**config.mk**
```make
export PLATFORM = sky130hd
export DESIGN_NAME = uart_rx_frame
export DESIGN_NICKNAME = d
export VERILOG_FILES = /design/src/rtl/uart_rx_frame.sv
export SDC_FILE = /design/constraint.sdc
export NUM_CORES = 1
export LEC_CHECK = 0
export CAP_MARGIN = 20
export CORE_ASPECT_RATIO = 0.6
export CORE_UTILIZATION = 45
export CTS_CLUSTER_DIAMETER = 150
export DETAILED_ROUTE_END_ITERATION = 8
export GPL_ROUTABILITY_DRIVEN = 0
export HOLD_SLACK_MARGIN = 0.06
export PLACE_DENSITY = 0.73
export SYNTH_ARGS = -nofsm -noshare
export SYNTH_HDL_FRONTEND = slang
export SYNTH_SLANG_ARGS = --single-unit
```
**constraint.sdc**
```tcl
create_clock -name clk -period 2.18 [get_ports clk]
set_input_delay 0.545 -clock clk [delete_from_list [all_inputs] [get_ports clk]]
set_output_delay 0.545 -clock clk [all_outputs]
set_load 0.1 [all_outputs]
```
**src/rtl/uart_rx_frame.sv**
```systemverilog
// uart_rx_frame: oversampling UART receiver.
// The serial line is synchronized, the start bit is qualified by a 2-of-3 majority,
// and 8 data bits are collected LSB first.
// An optional parity bit and the stop bit follow. Each frame ends in exactly one
// one-cycle strobe:
//   - data_valid when the frame is good,
//   - par_err on a parity mismatch,
//   - stp_err when the stop bit is sampled low (this one wins over par_err).
// The FSM state is kept in state_q so checkers can bind to it directly.
module uart_rx_frame #(
    parameter int OVERSAMPLE = 8,
    parameter int DATA_WIDTH = 8
) (
    input  logic                  clk,
    input  logic                  rest,
    input  logic                  rx_in,
    input  logic                  par_en,
    input  logic                  par_typ,
    output logic [DATA_WIDTH-1:0] p_data,
    output logic                  data_valid,
    output logic                  par_err,
    output logic                  stp_err
);

    localparam int CW = $clog2(OVERSAMPLE);
    localparam logic [CW-1:0] CNT_LAST = CW'(OVERSAMPLE - 1);
    localparam logic [CW-1:0] SMP_0    = CW'(OVERSAMPLE / 2 - 1);
    localparam logic [CW-1:0] SMP_1    = CW'(OVERSAMPLE / 2);
    localparam logic [CW-1:0] SMP_2    = CW'(OVERSAMPLE / 2 + 1);
    localparam logic [2:0]    BIT_LAST = 3'(DATA_WIDTH - 1);

    typedef enum logic [2:0] {
        IDLE   = 3'd0,
        START  = 3'd1,
        DATA   = 3'd2,
        PARITY = 3'd3,
        STOP   = 3'd4
    } state_t;

    state_t                state_q, state_d;
    logic                  rx_meta_q, rx_meta_d;
    logic                  rx_s_q, rx_s_d;
    logic [CW-1:0]         edge_cnt_q, edge_cnt_d;
    logic [2:0]            bit_cnt_q, bit_cnt_d;
    logic [1:0]            samp_q, samp_d;
    logic                  maj_q, maj_d;
    logic [DATA_WIDTH-1:0] shift_q, shift_d;
    logic                  par_en_l_q, par_en_l_d;
    logic                  par_typ_l_q, par_typ_l_d;
    logic                  par_mis_q, par_mis_d;
    logic [DATA_WIDTH-1:0] p_data_q, p_data_d;
    logic                  data_valid_q, data_valid_d;
    logic                  par_err_q, par_err_d;
    logic                  stp_err_q, stp_err_d;

    logic cnt_last;
    logic maj_now;
    logic par_exp;

    assign cnt_last = (edge_cnt_q == CNT_LAST);
    // Two early samples are held in samp_q; the third is the live synchronized line.
    assign maj_now  = (samp_q[0] & samp_q[1]) | (samp_q[0] & rx_s_q) | (samp_q[1] & rx_s_q);
    assign par_exp  = par_typ_l_q ? ~^shift_q : ^shift_q;

    // Next-state, counters, sampling and strobe generation.
    always_comb begin
        state_d      = state_q;
        rx_meta_d    = rx_in;
        rx_s_d       = rx_meta_q;
        edge_cnt_d   = edge_cnt_q;
        bit_cnt_d    = bit_cnt_q;
        samp_d       = samp_q;
        maj_d        = maj_q;
        shift_d      = shift_q;
        par_en_l_d   = par_en_l_q;
        par_typ_l_d  = par_typ_l_q;
        par_mis_d    = par_mis_q;
        p_data_d     = p_data_q;
        data_valid_d = 1'b0;
        par_err_d    = 1'b0;
        stp_err_d    = 1'b0;

        if (state_q != IDLE) begin
            edge_cnt_d = cnt_last ? '0 : edge_cnt_q + 1'b1;
            if (edge_cnt_q == SMP_0) samp_d[0] = rx_s_q;
            if (edge_cnt_q == SMP_1) samp_d[1] = rx_s_q;
            if (edge_cnt_q == SMP_2) maj_d     = maj_now;
        end

        case (state_q)
            IDLE: begin
                edge_cnt_d = '0;
                bit_cnt_d  = '0;
                if (!rx_s_q) begin
                    state_d     = START;
                    par_en_l_d  = par_en;
                    par_typ_l_d = par_typ;
                    par_mis_d   = 1'b0;
                end
            end
            START: begin
                if (cnt_last) begin
                    // A start bit that reads high at mid-bit was a glitch.
                    state_d   = maj_q ? IDLE : DATA;
                    bit_cnt_d = '0;
                end
            end
            DATA: begin
                if (cnt_last) begin
                    shift_d[bit_cnt_q] = maj_q;
                    if (bit_cnt_q == BIT_LAST) begin
                        bit_cnt_d = '0;
                        state_d   = par_en_l_q ? PARITY : STOP;
                    end else begin
                        bit_cnt_d = bit_cnt_q + 3'd1;
                    end
                end
            end
            PARITY: begin
                if (cnt_last) begin
                    par_mis_d = maj_q ^ par_exp;
                    state_d   = STOP;
                end
            end
            STOP: begin
                if (cnt_last) begin
                    if (!maj_q) begin
                        stp_err_d = 1'b1;
                    end else if (par_mis_q) begin
                        par_err_d = 1'b1;
                    end else begin
                        data_valid_d = 1'b1;
                        p_data_d     = shift_q;
                    end
                    // The frame ends here, which is the same cycle IDLE would test the line.
                    // If the next start bit is already low, take it now so no cycle is lost.
                    if (!rx_s_q) begin
                        state_d     = START;
                        par_en_l_d  = par_en;
                        par_typ_l_d = par_typ;
                        par_mis_d   = 1'b0;
                    end else begin
                        state_d = IDLE;
                    end
                end
            end
            default: begin
                state_d = IDLE;
            end
        endcase
    end

    // State register; asynchronous reset aborts any frame in progress.
    always_ff @(posedge clk or negedge rest) begin
        if (!rest) begin
            state_q      <= IDLE;
            rx_meta_q    <= 1'b1;
            rx_s_q       <= 1'b1;
            edge_cnt_q   <= '0;
            bit_cnt_q    <= '0;
            samp_q       <= 2'b11;
            maj_q        <= 1'b1;
            shift_q      <= '0;
            par_en_l_q   <= 1'b0;
            par_typ_l_q  <= 1'b0;
            par_mis_q    <= 1'b0;
            p_data_q     <= '0;
            data_valid_q <= 1'b0;
            par_err_q    <= 1'b0;
            stp_err_q    <= 1'b0;
        end else begin
            state_q      <= state_d;
            rx_meta_q    <= rx_meta_d;
            rx_s_q       <= rx_s_d;
            edge_cnt_q   <= edge_cnt_d;
            bit_cnt_q    <= bit_cnt_d;
            samp_q       <= samp_d;
            maj_q        <= maj_d;
            shift_q      <= shift_d;
            par_en_l_q   <= par_en_l_d;
            par_typ_l_q  <= par_typ_l_d;
            par_mis_q    <= par_mis_d;
            p_data_q     <= p_data_d;
            data_valid_q <= data_valid_d;
            par_err_q    <= par_err_d;
            stp_err_q    <= stp_err_d;
        end
    end

    assign p_data     = p_data_q;
    assign data_valid = data_valid_q;
    assign par_err    = par_err_q;
    assign stp_err    = stp_err_q;

endmodule

```
==> flow_summary.json <==
{
  "status": "finished, final reports clean",
  "syn2layout_area_growth_pct": 15.5,
  "yosysTopAreaCell": "dfrtp_1",
  "finalSetupViolCount": 0,
  "cts_sinks": 36,
  "drive_gt1_share_pct": 29.3,
  "tightest_slew_ns": 0.519,
  "portBuffers": 15,
  "vias_per_cell": 5.35,
  "first_pass_iters": 4,
  "ios": 16,
  "relSlewSlack_pct": 65.1,
  "cpPeakStageDelay_ns": 0.39,
  "drv_cap": 0,
  "postCtsHoldBufs": 0,
  "slowest_stage": "dfrtp_1",
  "stdcell_count": 204,
  "seq_area_frac_synth_pct": 50.3,
  "netlist_top_cells_area": "dfrtp_1 (43%), mux2_1 (9.4%), dfstp_2 (7.3%)",
  "ys_seq_elements": 36,
  "cts_root_buffer": "clkbuf_8",
  "final_hold_viol_count": 0,
  "die_h_um": 51.0,
  "grt_pass1_wl_um": 5540,
  "post_drt_wl_per_cell_um": 15.9,
  "ctsResizeCount": 0,
  "rsz0062_at_grt": "no",
  "drc": 0,
  "max-vdd-ir-drop_uv": 514,
  "crit_path_end_kind": "register",
  "cp_max_fo": 6,
  "wl_um": 3250,
  "core_area_um2": 3740,
  "initial_utilization_pct": 48.2,
  "path_common_cell": "ha_1",
  "hold_depth": 0,
  "syn_nets": 149,
  "fin_area_um2": 2080,
  "syn_area_um2": 1800,
  "clockBufferDepth": 2,
  "grt_pass1_vias": 1064,
  "required_ns": 2.36,
  "nNetsFinal": 169,
  "crit_type": "register to register",
  "row_count": 17,
  "numCtsBuffers": 5,
  "worstPathCellList": "ha_1, ha_1, and4bb_4, nand2_4, nor3b_2, mux2_1",
  "grt_max_degree": 37,
  "synth_top_cell_area_share_pct": 43.0,
  "hold_class": "register to register",
  "synth.distinct_cells": 41,
  "fin_setup_tns_ns": 0,
  "die_w_um": 83.7,
  "cp.arrival_ns": 2.19,
  "path_clk_slew_ns": 0.07,
  "dp.cells": 196,
  "syn_area_per_cell_um2": 13.3,
  "placed_cell_area_um2": 1970,
  "period_needed_ns": 2.01,
  "reg2reg_depth": 6,
  "first_iter_violations": 30,
  "grtUsageTotal_pct": 17.5,
  "htreeDepth": 2,
  "post-route-period-util_pct": 92.4,
  "finClkSkew_ns": 0.00804,
  "die-area_um2": 4270,
  "slew_violations": 0,
  "dpl.hpwl_um": 2360,
  "syn_inst": 136,
  "power_density_nw_per_um2": 1000,
  "antenna_found_initial": 0,
  "max_freq_mhz": 497,
  "critPathLaunchType": "register",
  "vias": 1092,
  "ys_warn_count": 0,
  "p_leak_nw": 0.995,
  "fillers": 311,
  "detail-route-antenna-nets": 0,
  "clock_latency_ns": 0.29,
  "overflow": 0,
  "cts_post_setup_buffers_inserted": 0,
  "diodes": 0,
  "cts_tree": "built"
}
synthesized netlist by cell type:
| master | n |
|---|---|
| a221oi_1 | 1 |
| nor4_2 | 1 |
| nand2b_1 | 1 |
| nor3b_2 | 4 |
| buf_2 | 2 |
| xnor2_1 | 7 |
| and3_1 | 1 |
| o211ai_1 | 1 |
| buf_6 | 1 |
| a21o_1 | 1 |
| nor2b_1 | 3 |
| clkbuf_1 | 1 |
| and4bb_4 | 1 |
| nand4_4 | 1 |
| a22o_1 | 3 |
| ha_1 | 8 |
| mux2_2 | 8 |
| maj3_1 | 1 |
| nand2b_4 | 1 |
| nand2_1 | 7 |
| xor2_1 | 1 |
| a21oi_1 | 1 |
| inv_1 | 4 |
| nor4b_1 | 1 |
| dfrtp_1 | 31 |
| xnor3_1 | 1 |
| nand2_4 | 1 |
| dfstp_2 | 5 |
| nor3b_1 | 1 |
| mux2_1 | 15 |
| a32o_1 | 1 |
| and2_1 | 1 |
| nor2b_4 | 1 |
| a221oi_2 | 1 |
| nand3b_1 | 1 |
| nor4b_2 | 1 |
| nor3_1 | 4 |
| nor2_2 | 1 |
| nor2_1 | 5 |
| nand3_1 | 3 |
| o22ai_1 | 2 |
kinds of logic after synthesis:
logic type               share of synthesized area (%)
XOR/XNOR                                          5.14
flip-flops                                        50.3
adder cells (fa/ha/maj)                           6.11
buffers and inverters                             2.22
multiplexers                                      14.4
AO/OA/AOI/OAI                                     5.14
AND/OR/NAND/NOR                                   16.7
worst max-delay path: cells and delay by family, from the launching register on:
kind / cells / cell delay, ns
flip-flops: 1 / 0.39
adder cells (fa/ha/maj): 2 / 0.51
multiplexers: 1 / 0.35
AND/OR/NAND/NOR: 3 / 0.66
path summary, 6_finish.rpt:
kind	slack, ns	from	to
max in group asynchronous	1.16	rest	rx_s_q$_DFF_PN1_
min reg2reg	0.36	rx_meta_q$_DFF_PN1_	rx_s_q$_DFF_PN1_
max	0.17	edge_cnt_q[0]$_DFF_PN0_	shift_q[5]$_DFFE_PN0P_
min in group asynchronous	0.67	rest	p_data[6]$_DFFE_PN0P_
max reg2reg	0.17	edge_cnt_q[0]$_DFF_PN0_	shift_q[5]$_DFFE_PN0P_
min	0.36	rx_meta_q$_DFF_PN1_	rx_s_q$_DFF_PN1_
metal layers:
layer  GRT usage (%)  part of all wire [%]
met5               0                     0
met1            26.7                    54
met4            5.93                   1.4
met3            5.33                   4.1
met2            23.0                    41
cells in the final DEF (no fill, tap or decap), types with 2 or more instances in the layout:
cell,synthesis,routed
a22o_1,3,3
buf_4,0,13
clkbuf_8,0,5
clkdlybuf4s50_1,0,4
dfrtp_1,31,31
dfstp_2,5,5
ha_1,8,8
inv_1,4,4
mux2_1,15,15
mux2_2,8,8
nand2_1,7,7
nand3_1,3,3
nor2_1,5,5
nor2b_1,3,3
nor3_1,4,4
nor3b_2,4,4
o22ai_1,2,2
xnor2_1,7,7
registers in the layout (all words and copies together) (netlist names), 2 cells and up:
signal	count
p_data	8
shift_q	8
bit_cnt_q	3
edge_cnt_q	3
state_q	3
samp_q	2
final cells by class:
class / instances / area [um^2] / share of cell area [%]
Timing Repair Buffer: 17 / 138 / 6.61
Sequential cell: 36 / 907 / 43.6
Inverter: 4 / 15.0 / 0.721
Clock inverter: 2 / 35.0 / 1.68
Clock buffer: 6 / 72.6 / 3.49
Multi-Input combinational cell: 92 / 856 / 41.1
Tap cell: 47 / 58.8 / 2.82
per-stage QoR:
step,setup slack (ns),total power [mW],hold WS (ns),utilization [%]
2_1_floorplan,0.362,1.39,0.249,-
3_3_place_gp,0.262,1.49,0.346,52.7
3_5_place_dp,0.185,1.53,0.348,52.7
4_1_cts,0.172,2.11,0.357,55.6
5_1_grt,0.0911,2.22,0.361,55.6
6_report,0.166,2.09,0.356,55.6
power breakdown:
group	internal (mW)	switching (mW)
clock	0.339	0.230
sequential	0.787	0.129
combinational	0.302	0.299
total	1.43	0.658
(Power assumes the default switching activity.)
